File: config.mk
export PLATFORM = sky130hd
export DESIGN_NAME = chase_tp_scheduler_flat
export DESIGN_NICKNAME = d
export VERILOG_FILES = /design/src/rtl/chase_tp_scheduler_if.sv /design/src/rtl/chase_tp_scheduler.sv /design/src/flat_wrapper.sv
export SDC_FILE = /design/constraint.sdc
export NUM_CORES = 1
export LEC_CHECK = 0
export ABC_AREA = 1
export BUFFER_PORTS_ARGS = -buffer_cell sky130_fd_sc_hd__buf_2
export CAP_MARGIN = 20
export CORE_MARGIN = 4
export CORE_UTILIZATION = 25
export DETAILED_ROUTE_END_ITERATION = 12
export GPL_TIMING_DRIVEN = 0
export PLACE_DENSITY = 0.44
export SETUP_SLACK_MARGIN = 0.15
export SLEW_MARGIN = 20
export SYNTH_ARGS = -nofsm -noshare
export SYNTH_HDL_FRONTEND = slang
export SYNTH_SLANG_ARGS = --single-unit
File: constraint.sdc
create_clock -name i_clk -period 1.7 [get_ports i_clk]
set_input_delay 0.085 -clock i_clk [delete_from_list [all_inputs] [get_ports i_clk]]
set_output_delay 0.085 -clock i_clk [all_outputs]
set_load 0.005 [all_outputs]
File: src/rtl/chase_tp_scheduler_if.sv
`default_nettype none
// chase_tp_scheduler_if: job control, decoder issue/result and winner-select signals. Rev 1.0
interface chase_tp_scheduler_if #(
   parameter int METRIC_W = 12
);
   logic                i_mode;
   logic                i_start;
   logic                o_busy;
   logic                o_tp_issue;
   logic [2:0]          o_tp_id;
   logic                i_dec_ready;
   logic                i_dec_done;
   logic                i_dec_fail;
   logic [METRIC_W-1:0] i_dec_metric;
   logic [2:0]          o_select_tp;
   logic                o_sel_valid;
   logic                o_all_fail;
   logic                o_timeout;

   modport slave (
      input  i_mode, i_start, i_dec_ready, i_dec_done, i_dec_fail, i_dec_metric,
      output o_busy, o_tp_issue, o_tp_id, o_select_tp, o_sel_valid, o_all_fail, o_timeout
   );

   modport master (
      output i_mode, i_start, i_dec_ready, i_dec_done, i_dec_fail, i_dec_metric,
      input  o_busy, o_tp_issue, o_tp_id, o_select_tp, o_sel_valid, o_all_fail, o_timeout
   );
endinterface
`default_nettype wire

File: src/rtl/chase_tp_scheduler.sv
`default_nettype none
// chase_tp_scheduler: issues Chase test patterns to the shared decoder and selects the lowest-cost one. Rev 1.0
// Optional macro TP_EARLY_EXIT_EN: a clean zero-metric result stops further issues.
module chase_tp_scheduler #(
   parameter int NUM_TP    = 4,
   parameter int METRIC_W  = 12,
   parameter int TO_CYCLES = 1024
) (
   input  wire logic           i_clk,
   input  wire logic           i_rst_n,
   chase_tp_scheduler_if.slave bus
);
   localparam int WD_W = $clog2(TO_CYCLES + 1);

   typedef enum logic [1:0] {
      IDLE   = 2'd0,
      ISSUE  = 2'd1,
      WAIT   = 2'd2,
      DECIDE = 2'd3
   } state_t;

   state_t              state_q, state_d;
   logic [2:0]          n_tp_q, n_tp_d;
   logic [2:0]          issued_q, issued_d;
   logic [2:0]          returned_q, returned_d;
   logic [2:0]          best_id_q, best_id_d;
   logic [METRIC_W-1:0] best_metric_q, best_metric_d;
   logic [WD_W-1:0]     wd_q, wd_d;
   logic                early_q, early_d;
   logic                timeout_q, timeout_d;
   logic                busy_q, busy_d;
   logic                tp_issue_q, tp_issue_d;
   logic [2:0]          tp_id_q, tp_id_d;
   logic                sel_valid_q, sel_valid_d;
   logic [2:0]          select_tp_q, select_tp_d;
   logic                all_fail_q, all_fail_d;
   logic                acc_issue, acc_done;
   logic [2:0]          target;

   always_comb begin
      state_d       = state_q;
      n_tp_d        = n_tp_q;
      issued_d      = issued_q;
      returned_d    = returned_q;
      best_id_d     = best_id_q;
      best_metric_d = best_metric_q;
      wd_d          = wd_q;
      early_d       = early_q;
      timeout_d     = timeout_q;
      target        = n_tp_q;
      acc_issue     = tp_issue_q & bus.i_dec_ready;
      // A done with nothing outstanding is spurious and must not move any counter.
      acc_done      = (state_q == ISSUE || state_q == WAIT) && bus.i_dec_done &&
                      (returned_q != issued_q);

      case (state_q)
         IDLE: begin
            if (bus.i_start) begin
               n_tp_d        = bus.i_mode ? 3'(NUM_TP) : 3'd1;
               issued_d      = 3'd0;
               returned_d    = 3'd0;
               best_id_d     = 3'd0;
               best_metric_d = '1;
               wd_d          = '0;
               early_d       = 1'b0;
               timeout_d     = 1'b0;
               state_d       = ISSUE;
            end
         end
         ISSUE, WAIT: begin
            if (acc_issue) issued_d = issued_q + 3'd1;
            if (acc_done) begin
               returned_d = returned_q + 3'd1;
               if (!early_q && !bus.i_dec_fail && bus.i_dec_metric < best_metric_q) begin
                  best_id_d     = returned_q + 3'd1;
                  best_metric_d = bus.i_dec_metric;
               end
`ifdef TP_EARLY_EXIT_EN
               if (!early_q && !bus.i_dec_fail && bus.i_dec_metric == '0) begin
                  early_d       = 1'b1;
                  best_id_d     = returned_q + 3'd1;
                  best_metric_d = '0;
               end
`endif
            end
            if (acc_issue || acc_done) wd_d = '0;
            else if (issued_q != returned_q) wd_d = wd_q + 1'b1;
`ifdef TP_EARLY_EXIT_EN
            target = early_d ? issued_d : n_tp_q;
`else
            target = n_tp_q;
`endif
            if (wd_d == WD_W'(TO_CYCLES)) begin
               timeout_d = 1'b1;
               state_d   = DECIDE;
            end else if (returned_d == target) begin
               state_d = DECIDE;
            end else if (issued_d == target) begin
               state_d = WAIT;
            end
         end
         DECIDE:  state_d = IDLE;
         default: state_d = IDLE;
      endcase

      busy_d      = (state_d != IDLE);
      tp_issue_d  = (state_d == ISSUE);
      tp_id_d     = (state_d == ISSUE) ? issued_d + 3'd1 : 3'd0;
      sel_valid_d = (state_d == DECIDE);
      // No clean candidate: report pattern 1 and flag the all-fail case.
      select_tp_d = (state_d != DECIDE) ? 3'd0 : ((best_id_d == 3'd0) ? 3'd1 : best_id_d);
      all_fail_d  = (state_d == DECIDE) && (best_id_d == 3'd0);
   end

   always_ff @(posedge i_clk) begin
      if (!i_rst_n) begin
         state_q       <= IDLE;
         n_tp_q        <= 3'd0;
         issued_q      <= 3'd0;
         returned_q    <= 3'd0;
         best_id_q     <= 3'd0;
         best_metric_q <= '1;
         wd_q          <= '0;
         early_q       <= 1'b0;
         timeout_q     <= 1'b0;
         busy_q        <= 1'b0;
         tp_issue_q    <= 1'b0;
         tp_id_q       <= 3'd0;
         sel_valid_q   <= 1'b0;
         select_tp_q   <= 3'd0;
         all_fail_q    <= 1'b0;
      end else begin
         state_q       <= state_d;
         n_tp_q        <= n_tp_d;
         issued_q      <= issued_d;
         returned_q    <= returned_d;
         best_id_q     <= best_id_d;
         best_metric_q <= best_metric_d;
         wd_q          <= wd_d;
         early_q       <= early_d;
         timeout_q     <= timeout_d;
         busy_q        <= busy_d;
         tp_issue_q    <= tp_issue_d;
         tp_id_q       <= tp_id_d;
         sel_valid_q   <= sel_valid_d;
         select_tp_q   <= select_tp_d;
         all_fail_q    <= all_fail_d;
      end
   end

   assign bus.o_busy      = busy_q;
   assign bus.o_tp_issue  = tp_issue_q;
   assign bus.o_tp_id     = tp_id_q;
   assign bus.o_sel_valid = sel_valid_q;
   assign bus.o_select_tp = select_tp_q;
   assign bus.o_all_fail  = all_fail_q;
   assign bus.o_timeout   = timeout_q;
endmodule
`default_nettype wire

File: src/flat_wrapper.sv
// flat-port wrapper written by rule: the top's interface ports become plain ports
module chase_tp_scheduler_flat 
#(
   parameter int NUM_TP    = 4,
   parameter int METRIC_W  = 12,
   parameter int TO_CYCLES = 1024
)
  (i_clk, i_rst_n, bus_i_mode, bus_i_start, bus_i_dec_ready, bus_i_dec_done, bus_i_dec_fail, bus_i_dec_metric, bus_o_busy, bus_o_tp_issue, bus_o_tp_id, bus_o_select_tp, bus_o_sel_valid, bus_o_all_fail, bus_o_timeout);
  chase_tp_scheduler_if #(.METRIC_W(METRIC_W)) bus_i ();
  input  wire logic i_clk;
  input  wire logic i_rst_n;
  input wire logic [$bits(bus_i.i_mode)-1:0] bus_i_mode;
  input wire logic [$bits(bus_i.i_start)-1:0] bus_i_start;
  input wire logic [$bits(bus_i.i_dec_ready)-1:0] bus_i_dec_ready;
  input wire logic [$bits(bus_i.i_dec_done)-1:0] bus_i_dec_done;
  input wire logic [$bits(bus_i.i_dec_fail)-1:0] bus_i_dec_fail;
  input wire logic [$bits(bus_i.i_dec_metric)-1:0] bus_i_dec_metric;
  output wire logic [$bits(bus_i.o_busy)-1:0] bus_o_busy;
  output wire logic [$bits(bus_i.o_tp_issue)-1:0] bus_o_tp_issue;
  output wire logic [$bits(bus_i.o_tp_id)-1:0] bus_o_tp_id;
  output wire logic [$bits(bus_i.o_select_tp)-1:0] bus_o_select_tp;
  output wire logic [$bits(bus_i.o_sel_valid)-1:0] bus_o_sel_valid;
  output wire logic [$bits(bus_i.o_all_fail)-1:0] bus_o_all_fail;
  output wire logic [$bits(bus_i.o_timeout)-1:0] bus_o_timeout;
  assign bus_i.i_mode = bus_i_mode;
  assign bus_i.i_start = bus_i_start;
  assign bus_i.i_dec_ready = bus_i_dec_ready;
  assign bus_i.i_dec_done = bus_i_dec_done;
  assign bus_i.i_dec_fail = bus_i_dec_fail;
  assign bus_i.i_dec_metric = bus_i_dec_metric;
  assign bus_o_busy = bus_i.o_busy;
  assign bus_o_tp_issue = bus_i.o_tp_issue;
  assign bus_o_tp_id = bus_i.o_tp_id;
  assign bus_o_select_tp = bus_i.o_select_tp;
  assign bus_o_sel_valid = bus_i.o_sel_valid;
  assign bus_o_all_fail = bus_i.o_all_fail;
  assign bus_o_timeout = bus_i.o_timeout;
  chase_tp_scheduler #(.NUM_TP(NUM_TP), .METRIC_W(METRIC_W), .TO_CYCLES(TO_CYCLES)) u_core (.i_clk(i_clk), .i_rst_n(i_rst_n), .bus(bus_i));
endmodule
==> impl_metrics.env, run 1 <==
export IMPL_buffer_ports_inserted=29
export IMPL_clockBufferDepth=2
export IMPL_worst_slew_pin_transition_ps=758
export IMPL_synth_seq_area_share=0.320
export IMPL_io_pin_count=30
export IMPL_maximum_number_of_pins_on_one_net_before_global_route_repair=14
export IMPL_grt_setup_unrepaired="yes"
export IMPL_routed_length_per_placed_instance_microns=13.2
export IMPL_netlist_top_cells_area="sky130_fd_sc_hd__dfxtp_1 (32%), sky130_fd_sc_hd__nand2_1 (17%), sky130_fd_sc_hd__ha_1 (7.2%)"
export IMPL_highest_attainable_clock_frequency_mhz=488
export IMPL_power_density_nw_per_um2=1250
export IMPL_synth_simple_gate_area_share=0.343
export IMPL_num_antenna_cells=0
export IMPL_worst_setup_hold_path_clk_slew_ps=60
export IMPL_period_share=1.21
export IMPL_drt_antenna_net_count=0
export IMPL_status="complete, but fails checks"
export IMPL_synth_area_mux_share=0
export IMPL_worst_skew_pair_late_latency_ps=290
export IMPL_hold_viol=0
export IMPL_violations="negative setup slack"
export IMPL_synth_compound_gate_area_share=0.138
export IMPL_setup_viol=38
export IMPL_whs_ps=38.5
export IMPL_synth_top_flop_cell="sky130_fd_sc_hd__dfxtp_1"
export IMPL_critPathLaunchType="flip-flop"
export IMPL_final_min_clock_period_ps=2050
export IMPL_synth_seq_cells=47
export IMPL_ys_warnings_count=0
export IMPL_grt_antenna_before_repair=0
export IMPL_crit_required_ps=1880
export IMPL_synth_top_family_by_area="simple AND/OR/NAND/NOR gates"
export IMPL_die_w_microns=117
export IMPL_design_die_area_sq_um=13600
export IMPL_synth_adder_area_share=0.0722
export IMPL_clk_root_buffer_cell="sky130_fd_sc_hd__clkbuf_16"
export IMPL_die_height_microns=117
export IMPL_number_of_clock_sinks=47
export IMPL_placedInstanceArea_sq_um=3360
export IMPL_cts_tree="done"
export IMPL_detailedRoute_firstIterationViolations=78
export IMPL_synthesis_nets=472
export IMPL_vias=3013
export IMPL_synth_async_reset_ratio=0
export IMPL_worst_setup_path_type="flip-flop to flip-flop"
export IMPL_firstDrtPassIters=4
export IMPL_vias_per_cell=4.55
export IMPL_min_delay_path_class="input pin to flip-flop"
export IMPL_finalNetCount=554
export IMPL_detailedPlacementHpwl_mm=5.99
export IMPL_grt_pass1_wl_mm=14.2
export IMPL_mapped_area_sq_um=2940
export IMPL_cp_end_kind="flip-flop"
export IMPL_critical_path_peak_fanout=7
export IMPL_finalWirelength_mm=8.73
export IMPL_area_growth_synth_to_final_pct=48.6
export IMPL_fp_row_count=39
export IMPL_groute_usage_overall=0.132
export IMPL_share_of_cells_above_drive_strength_1=0.407
export IMPL_start_util=0.257
export IMPL_fp_coreArea_sq_um=11500
export IMPL_power_leakage_uw=0.00202
export IMPL_layout_setup_ws_ps=-349
export IMPL_synth_largest_type_area_fraction=0.320
export IMPL_gp_routability_congestion=0.822
export IMPL_synth_top_cell_by_area="sky130_fd_sc_hd__dfxtp_1"
export IMPL_ir_worst_vdd_mv=0.637
export IMPL_drv_cap=0
export IMPL_remaining_drc_errors=0
export IMPL_post_layout_power_uw=5450
export IMPL_grt_pass1_vias=2928
export IMPL_synth_enable_flop_cells=0
export IMPL_maxSlewHeadroom=0.495
export IMPL_tritoncts_num_buffers=5
export IMPL_report_final_slew_viol_count=0
export IMPL_pre_cts_ws_ps=-517
export IMPL_gr_total_overflow=0
export IMPL_synthDistinctLibCells=37
export IMPL_cts_htree_levels=2
export IMPL_share_of_the_synthesized_netlist_area_taken_by_xor_and_xnor_gates=0.0331
export IMPL_syn_area_per_cell_sq_um=6.75
export IMPL_crit_arrival_ps=2230
export IMPL_synth_cells=436
export IMPL_postLayoutCellArea_sq_um=4380
export IMPL_finalClockSkew_ps=7.82
-- state kept, by name, summed over array words and instances (netlist names) --
register	cells
u_core.bus.o_all_fail	1
u_core.state_q	2
u_core.bus.o_timeout	1
u_core.bus.o_sel_valid	1
u_core.bus.o_tp_id	3
u_core.best_id_q	3
u_core.best_metric_q	12
u_core.issued_q	3
u_core.wd_q	11
u_core.bus.o_tp_issue	1
u_core.n_tp_q	2
u_core.returned_q	3
u_core.bus.o_select_tp	3
u_core.bus.o_busy	1
-- worst max-delay path, cell delays in order, from the launching register on --
cell and delay [ps]:
sky130_fd_sc_hd__dfxtp_4 370, sky130_fd_sc_hd__xnor2_4 190, sky130_fd_sc_hd__nand3_4 190, sky130_fd_sc_hd__buf_6 180
sky130_fd_sc_hd__a21oi_4 190, sky130_fd_sc_hd__buf_6 160, sky130_fd_sc_hd__nand2_4 50, sky130_fd_sc_hd__nor2_1 90
sky130_fd_sc_hd__nand2_1 80, sky130_fd_sc_hd__nand2_1 80, sky130_fd_sc_hd__nand2_2 70, sky130_fd_sc_hd__nand2_4 130
sky130_fd_sc_hd__buf_4 130, sky130_fd_sc_hd__nor2_2 20
-- where the power goes --
part	switching [uW]	total, uW	internal, uW
sequential	83.3	1410	1330
clock	422	967	545
combinational	1710	3070	1360
total	2220	5450	3230
-- placed cells by master, fill, tap and decap left out, types with 3 or more instances in the layout --
cell                          n
sky130_fd_sc_hd__nand2_1    102
sky130_fd_sc_hd__inv_1       39
sky130_fd_sc_hd__dfxtp_1     36
sky130_fd_sc_hd__buf_4       34
sky130_fd_sc_hd__buf_2       29
sky130_fd_sc_hd__nand3_1     25
sky130_fd_sc_hd__nand2_2     21
sky130_fd_sc_hd__a21oi_1     19
sky130_fd_sc_hd__nor2_1      16
sky130_fd_sc_hd__nand2_4     14
sky130_fd_sc_hd__buf_6       14
sky130_fd_sc_hd__o21ai_2     13
sky130_fd_sc_hd__ha_1        13
sky130_fd_sc_hd__nor2_4      12
sky130_fd_sc_hd__nand4_1     12
sky130_fd_sc_hd__o211ai_1    12
sky130_fd_sc_hd__inv_2       11
sky130_fd_sc_hd__nand3_2      7
sky130_fd_sc_hd__nor2_2       7
sky130_fd_sc_hd__clkbuf_1     6
sky130_fd_sc_hd__dfxtp_4      6
sky130_fd_sc_hd__xor2_1       5
sky130_fd_sc_hd__o21ai_0      5
sky130_fd_sc_hd__clkbuf_16    5
sky130_fd_sc_hd__dfxtp_2      5
sky130_fd_sc_hd__o21ai_1      4
sky130_fd_sc_hd__clkbuf_8     4
sky130_fd_sc_hd__nand3b_1     4
sky130_fd_sc_hd__ha_4         4
sky130_fd_sc_hd__nand3_4      3
sky130_fd_sc_hd__buf_8        3
sky130_fd_sc_hd__nor3_2       3
-- layer usage --
metal	routed length, microns	global-route usage
met1	4270	0.172
met2	4160	0.225
met3	170	0.0207
met4	123	0.0363
met5	0	0
-- cell families (layout without fill, tap and decap cells) --
kind of cell / count (synthesis) / count (layout)
and+or+nand+nor: 229 / 229
buffers and inverters: 68 / 151
AOI/OAI and AO/OA: 66 / 66
DFF: 47 / 47
adders and majority gates: 17 / 17
xor gates and xnor gates: 9 / 9
-- synth_stat cells (all sizes together), types with 2 or more instances --
cell type,n
a21boi,2
a21oi,21
buf,6
clkbuf,8
dfxtp,47
ha,17
inv,54
nand2,137
nand3,35
nand3b,4
nand4,12
nor2,35
nor3,4
o211ai,12
o21ai,23
o21bai,2
o22ai,3
xnor2,4
xor2,5
-- metrics by stage --
step           setup TNS (ps)  instances   util
2_1_floorplan            -961        436      -
3_3_place_gp           -14400        608  0.293
3_5_place_dp           -14530        608  0.293
4_1_cts                 -6490        648  0.351
5_1_grt                -11530        662  0.382
6_report                -7200        662  0.382
-- what timing repair did --
action                                  in CTS  in global routing
pin swaps                                   26                 38
endpoints found under the setup margin      45                 44
cloned                                       5                  0
setup buffers                               27                 14
hold buffers                                 0                  0
resized for setup                           86                 72
-- area by class of cell --
class	instances	area, sq um
Tap cell	143	179
Fill cell	1191	7090
Buffer	14	138
Inverter	54	216
Timing Repair Buffer	75	563
Clock buffer	7	133
Sequential cell	47	970
Multi-Input combinational cell	321	2170
Clock inverter	1	5.00
-- path summary, 6_finish.rpt --
path,start,to,slack [ps],cells past startpoint
setup / recovery,u_core.issued_q[1]$_SDFF_PN0_,u_core.bus.o_tp_issue$_SDFF_PN0_,-350,13
hold / removal,bus_i_dec_metric[2],u_core.best_metric_q[2]$_SDFFE_PN1P_,40,3
setup reg to reg,u_core.issued_q[1]$_SDFF_PN0_,u_core.bus.o_tp_issue$_SDFF_PN0_,-350,13
hold reg to reg,u_core.bus.o_timeout$_SDFFE_PN0P_,u_core.bus.o_timeout$_SDFFE_PN0P_,490,1
Power figures use the tool's default switching activity.
==> inputs of run 2 (changes only) <==
--- a/config.mk
+++ b/config.mk
@@ -11,9 +11,9 @@
 export CORE_MARGIN = 4
 export CORE_UTILIZATION = 25
 export DETAILED_ROUTE_END_ITERATION = 12
-export GPL_TIMING_DRIVEN = 0
 export PLACE_DENSITY = 0.44
 export SETUP_SLACK_MARGIN = 0.15
+export SKIP_CTS_REPAIR_TIMING = 1
 export SLEW_MARGIN = 20
 export SYNTH_ARGS = -nofsm -noshare
 export SYNTH_HDL_FRONTEND = slang
==> impl_metrics.env, run 2 (synthesis gave the netlist of run 1 again) <==
export IMPL_status="complete, but fails checks"
export IMPL_violations="negative setup slack"
export IMPL_seq_area_sq_um=963
export IMPL_grt_antenna_before_repair=0
export IMPL_layout_setup_ws_ps=-289
export IMPL_layout_cells_most_common="sky130_fd_sc_hd__nand2_1"
export IMPL_whs_endpoint="u_core.best_metric_q[5]$_SDFFE_PN1P_"
export IMPL_reg2reg_to="u_core.bus.o_select_tp[2]$_SDFF_PP0_"
export IMPL_clk_root_buffer_cell="sky130_fd_sc_hd__clkbuf_16"
export IMPL_worst_skew_pair_late_latency_ps=290
export IMPL_largest_reg_flops=12
export IMPL_drt_antenna_net_count=0
export IMPL_detailedRoute_firstIterationViolations=94
export IMPL_reg_top3="u_core.best_metric_q x12, u_core.wd_q x11"
export IMPL_gp_routability_congestion=0.848
export IMPL_maxSlewHeadroom=0.744
export IMPL_setup_total_negative_slack_ps=-6430
export IMPL_cts_tree="done"
export IMPL_finalWirelength_mm=8.80
export IMPL_buffer_ports_inserted=29
export IMPL_groute_usage_overall=0.128
export IMPL_hold_path_depth=3
export IMPL_critical_path_peak_fanout=18
export IMPL_share_of_cells_above_drive_strength_1=0.431
export IMPL_period_share=1.17
export IMPL_start_util=0.257
export IMPL_io_pin_count=30
export IMPL_numPlacedInstances=671
export IMPL_cp_end_kind="flip-flop"
export IMPL_multiInputGateArea_sq_um=2170
export IMPL_critical_path_most_common_cell="sky130_fd_sc_hd__nand3_4"
export IMPL_finalClockSkew_ps=6.06
export IMPL_finalNetCount=583
export IMPL_fp_row_count=39
export IMPL_grt_setup_unrepaired="yes"
export IMPL_die_w_microns=117
export IMPL_drv_cap=0
export IMPL_gr_total_overflow=0
export IMPL_maximum_number_of_pins_on_one_net_before_global_route_repair=23
export IMPL_power_density_nw_per_um2=1200
export IMPL_detailedPlacementHpwl_mm=6.20
export IMPL_filler_cell_count=1167
export IMPL_critPathLaunchType="flip-flop"
export IMPL_vias_per_cell=4.49
export IMPL_worst_setup_path_type="flip-flop to flip-flop"
export IMPL_vias=3100
export IMPL_grt_pass1_wl_mm=14.0
export IMPL_setup_viol=40
export IMPL_crit_required_ps=1930
export IMPL_num_antenna_cells=0
export IMPL_die_height_microns=117
export IMPL_firstDrtPassIters=4
export IMPL_report_final_slew_viol_count=0
export IMPL_routed_length_per_placed_instance_microns=12.7
export IMPL_power_leakage_uw=0.00216
export IMPL_area_growth_synth_to_final_pct=55.9
export IMPL_min_from="bus_i_dec_metric[5]"
export IMPL_design_die_area_sq_um=13600
export IMPL_r2r_start="u_core.returned_q[1]$_SDFFE_PN0P_"
export IMPL_crit_arrival_ps=2220
export IMPL_clockBufferDepth=2
export IMPL_remaining_drc_errors=0
export IMPL_tritoncts_num_buffers=5
export IMPL_worst_slew_pin_transition_ps=385
export IMPL_number_of_clock_sinks=47
export IMPL_r2r_setup_slack_ps=-290
export IMPL_cp_slowest_stage_delay_ps=360
export IMPL_cts_htree_levels=2
export IMPL_ir_worst_vdd_mv=0.722
export IMPL_highest_attainable_clock_frequency_mhz=503
export IMPL_final_min_clock_period_ps=1990
export IMPL_fp_coreArea_sq_um=11500
export IMPL_grt_pass1_vias=3025
export IMPL_number_of_standard_cells_in_the_final_layout_excluding_fillers=691
export IMPL_worst_setup_hold_path_clk_slew_ps=70
export IMPL_min_delay_path_class="input pin to flip-flop"
export IMPL_rr_worst_depth=10
export IMPL_hold_viol=0
export IMPL_final_cell_mix="sky130_fd_sc_hd__nand2_1 (107), sky130_fd_sc_hd__buf_4 (74), sky130_fd_sc_hd__inv_1 (45)"
export IMPL_largest_register="u_core.best_metric_q"
export IMPL_critical_path_slowest_cell="sky130_fd_sc_hd__dfxtp_4"
export IMPL_timing_critical_path_cells="xnor2_4, nand3_4, a21oi_4, buf_12, nand2_4, nor2_2, nand3_2, a21boi_4, nand3_4, nor2_1"
## run 2: changes by cell type in the layout (fill, tap and decap cells not counted), moves of 6 or more
cell and delta:
sky130_fd_sc_hd__a21oi_1 -12, sky130_fd_sc_hd__a21oi_2 +13, sky130_fd_sc_hd__buf_4 +40, sky130_fd_sc_hd__inv_1 +6, sky130_fd_sc_hd__nand3_1 -7, sky130_fd_sc_hd__nor2_1 +7
sky130_fd_sc_hd__nor2_4 -7, sky130_fd_sc_hd__o21ai_1 +8, sky130_fd_sc_hd__o21ai_2 -11
## run 2: final cells by class
cell class              instances  area share
flip-flops and latches         47       0.210
well taps                     143      0.0390
multi-input cells             322       0.474
clock buffers                   8      0.0341
inverters                      54      0.0458
repair buffers                117       0.198
## run 2: routing by layer
metal | vias up | track usage | share of wire
met4 | 0 | 0.0425 | 0.020
met2 | 45 | 0.226 | 0.50
met1 | 1401 | 0.156 | 0.45
met3 | 14 | 0.0218 | 0.023
met5 | - | 0 | 0
li1 | 1640 | - | -
## run 2: worst max path at each step
stage                                            startpoint                                   end  slack (ps)
after floorplan               u_core.issued_q[1]$_SDFF_PN0_      u_core.bus.o_tp_id[1]$_SDFF_PN0_        -100
after CTS                      u_core.state_q[0]$_SDFF_PN0_  u_core.bus.o_select_tp[1]$_SDFF_PP0_        -410
after global routing            u_core.wd_q[1]$_SDFFE_PN0P_  u_core.bus.o_select_tp[1]$_SDFF_PP0_        -390
final                     u_core.returned_q[1]$_SDFFE_PN0P_  u_core.bus.o_select_tp[2]$_SDFF_PP0_        -290
after global placement         u_core.state_q[0]$_SDFF_PN0_  u_core.bus.o_select_tp[2]$_SDFF_PP0_        -370
after detailed placement       u_core.state_q[0]$_SDFF_PN0_  u_core.bus.o_select_tp[1]$_SDFF_PP0_        -370
## run 2: power by group
group          internal [uW]  total (uW)  switching, uW  leakage, uW
Combinational           1440        3060           1620      0.00170
Sequential              1330        1410           78.6     0.000390
Clock                    628        1060            431    0.0000772
Total                   3390        5530           2130      0.00216
## run 2: per-stage QoR
stage	utilization	worst slack [ps]	hold slack, ps	area, sq um	power (uW)
global placement	0.339	-366	330	3890	3860
detailed placement	0.339	-367	339	3890	3870
global route	0.400	-394	52.1	4590	5940
CTS	0.353	-407	39.7	4050	4960
floorplan	-	-96.1	184	3030	2890
finish	0.400	-289	39.5	4590	5530
## run 2: worst max-delay path: cells and delay by family, from the launching register on
family / cells / cell delay, ps
xor gates and xnor gates: 1 / 250
buffers and inverters: 1 / 160
DFF: 1 / 360
and+or+nand+nor: 6 / 690
AOI/OAI and AO/OA: 2 / 470
==> inputs of run 3 (changes only) <==
--- a/config.mk
+++ b/config.mk
@@ -8,8 +8,10 @@
 export ABC_AREA = 1
 export BUFFER_PORTS_ARGS = -buffer_cell sky130_fd_sc_hd__buf_2
 export CAP_MARGIN = 20
+export CORE_ASPECT_RATIO = 1.2
 export CORE_MARGIN = 4
 export CORE_UTILIZATION = 25
+export CTS_CLUSTER_DIAMETER = 200
 export DETAILED_ROUTE_END_ITERATION = 12
 export PLACE_DENSITY = 0.44
 export SETUP_SLACK_MARGIN = 0.15
==> impl_metrics.env, run 3 (synthesis gave the netlist of run 1 again) <==
export IMPL_worst_skew_pair_late_latency_ps=290
export IMPL_critical_path_most_common_cell="sky130_fd_sc_hd__nand2_1"
export IMPL_final_min_clock_period_ps=1970
export IMPL_setup_viol=28
export IMPL_cp_end_kind="flip-flop"
export IMPL_reg_top3="u_core.best_metric_q x12, u_core.wd_q x11"
export IMPL_finish_utilization=0.408
export IMPL_grt_pass1_wl_mm=14.2
export IMPL_finalClockSkew_ps=7.47
export IMPL_power_leakage_uw=0.00218
export IMPL_critical_path_slowest_cell="sky130_fd_sc_hd__dfxtp_4"
export IMPL_largest_reg_flops=12
export IMPL_placedInstanceArea_sq_um=3920
export IMPL_maximum_number_of_pins_on_one_net_before_global_route_repair=25
export IMPL_groute_usage_overall=0.128
export IMPL_number_of_standard_cells_in_the_final_layout_excluding_fillers=710
export IMPL_firstDrtPassIters=4
export IMPL_share_of_cells_above_drive_strength_1=0.486
export IMPL_pre_cts_ws_ps=-431
export IMPL_gp_routability_congestion=0.820
export IMPL_vias_per_cell=4.46
export IMPL_grt_pass1_vias=3111
export IMPL_buffer_ports_inserted=29
export IMPL_r2r_start="u_core.returned_q[1]$_SDFFE_PN0P_"
export IMPL_detailedRoute_firstIterationViolations=127
export IMPL_die_w_microns=107
export IMPL_fp_row_count=43
export IMPL_postLayoutCellArea_sq_um=4720
export IMPL_critPathTopFamily="simple AND/OR/NAND/NOR gates"
export IMPL_gr_total_overflow=0
export IMPL_setup_total_negative_slack_ps=-5060
export IMPL_cp_slowest_stage_delay_ps=360
export IMPL_worst_setup_path_type="flip-flop to flip-flop"
export IMPL_power_density_nw_per_um2=1240
export IMPL_ir_worst_vdd_mv=0.739
export IMPL_num_antenna_cells=0
export IMPL_fp_coreArea_sq_um=11600
export IMPL_drv_cap=0
export IMPL_cts_tree="done"
export IMPL_min_delay_path_class="input pin to flip-flop"
export IMPL_die_height_microns=127
export IMPL_period_share=1.16
export IMPL_violations="negative setup slack"
export IMPL_critical_path_peak_fanout=8
export IMPL_detailedPlacementHpwl_mm=6.32
export IMPL_maxSlewHeadroom=0.756
export IMPL_clockBufferDepth=2
export IMPL_worst_setup_hold_path_clk_slew_ps=70
export IMPL_numPlacedInstances=688
export IMPL_drt_antenna_net_count=0
export IMPL_number_of_clock_sinks=47
export IMPL_start_util=0.255
export IMPL_routed_length_per_placed_instance_microns=12.7
export IMPL_rr_worst_depth=14
export IMPL_largest_register="u_core.best_metric_q"
export IMPL_layout_setup_ws_ps=-268
export IMPL_setup_worst_path_start="u_core.returned_q[1]$_SDFFE_PN0P_"
export IMPL_timing_critical_path_cells="xnor2_4, nand3_4, nand2_4, buf_4, nand2_1, o21bai_1, nand2_1, nor2_1, nand2_1, nand2_1, nand2_2, nand2_4, nand2_2, nor2_1"
export IMPL_final_cell_mix="sky130_fd_sc_hd__nand2_1 (96), sky130_fd_sc_hd__buf_4 (78), sky130_fd_sc_hd__inv_1 (41)"
export IMPL_report_final_slew_viol_count=0
export IMPL_finalNetCount=588
export IMPL_finalWirelength_mm=8.99
export IMPL_crit_arrival_ps=2160
export IMPL_tritoncts_num_buffers=5
export IMPL_critical_path_depth=14
export IMPL_status="complete, but fails checks"
export IMPL_hold_viol=0
export IMPL_worst_slew_pin_transition_ps=366
export IMPL_highest_attainable_clock_frequency_mhz=508
export IMPL_critPathLaunchType="flip-flop"
export IMPL_crit_required_ps=1890
export IMPL_io_pin_count=30
export IMPL_grt_setup_unrepaired="yes"
export IMPL_cp_num_buf_inv=1
export IMPL_area_growth_synth_to_final_pct=60.5
export IMPL_clk_root_buffer_cell="sky130_fd_sc_hd__clkbuf_16"
export IMPL_remaining_drc_errors=0
export IMPL_cts_htree_levels=2
export IMPL_r2r_setup_slack_ps=-270
export IMPL_design_die_area_sq_um=13600
export IMPL_vias=3164
export IMPL_reg2reg_to="u_core.bus.o_select_tp[0]$_SDFF_PP0_"
export IMPL_layout_cells_most_common="sky130_fd_sc_hd__nand2_1"
export IMPL_grt_antenna_before_repair=0
export IMPL_crit_path_end="u_core.bus.o_select_tp[0]$_SDFF_PP0_"
==> run 3: cell types whose count changed in the layout (fill, tap and decap cells not counted), sizes merged <==
cell	delta
clkbuf	-1
buf	+3
bufinv	+1
inv	-1
clkinv	+3
==> run 3: tightest hold or removal path, cell delays in order <==
cell and delay (ps):
sky130_fd_sc_hd__buf_2 90, sky130_fd_sc_hd__o21ai_1 50, sky130_fd_sc_hd__o211ai_1 60
==> run 3: area by class of cell <==
cell class / instances / area [sq um]
Clock buffer: 5 / 125
Clock inverter: 3 / 43.8
Fill cell: 1205 / 6840
Inverter: 54 / 218
Multi-Input combinational cell: 322 / 2210
Sequential cell: 47 / 967
Tap cell: 157 / 196
Timing Repair Buffer: 122 / 967
==> run 3: routing by layer <==
metal | vias to the layer above | global-route usage | routed length, microns
li1 | 1656 | - | -
met1 | 1445 | 0.154 | 3890
met2 | 50 | 0.229 | 4680
met3 | 13 | 0.0204 | 254
met4 | 0 | 0.0429 | 170
met5 | - | 0 | 0
==> run 3: how the worst min path moves through the flow <==
stage | startpoint | slack, ps | to | cells after the start
finish | bus_i_dec_metric[8] | 30 | u_core.best_metric_q[8]$_SDFFE_PN1P_ | 3
global route | bus_i_dec_metric[8] | 40 | u_core.best_metric_q[8]$_SDFFE_PN1P_ | 3
CTS | bus_i_dec_metric[8] | 20 | u_core.best_metric_q[8]$_SDFFE_PN1P_ | 3
detailed placement | bus_i_dec_metric[7] | 330 | u_core.best_metric_q[7]$_SDFFE_PN1P_ | 3
global placement | bus_i_dec_metric[5] | 330 | u_core.best_metric_q[5]$_SDFFE_PN1P_ | 3
floorplan | i_rst_n | 180 | u_core.best_metric_q[0]$_SDFFE_PN1P_ | 1
==> run 3: where the power goes <==
part	switching, uW	total [uW]	internal [uW]	leakage [uW]
clock	449	1140	694	0.0000838
sequential	84.4	1420	1340	0.000390
combinational	1700	3280	1580	0.00170
total	2230	5850	3610	0.00218
==> run 3: stage by stage <==
stage | power, uW | hold slack, ps
after floorplan | 2890 | 184
final | 5850 | 30.3
after global routing | 6290 | 37.9
after global placement | 3840 | 330
after detailed placement | 3860 | 333
after CTS | 5030 | 24.0
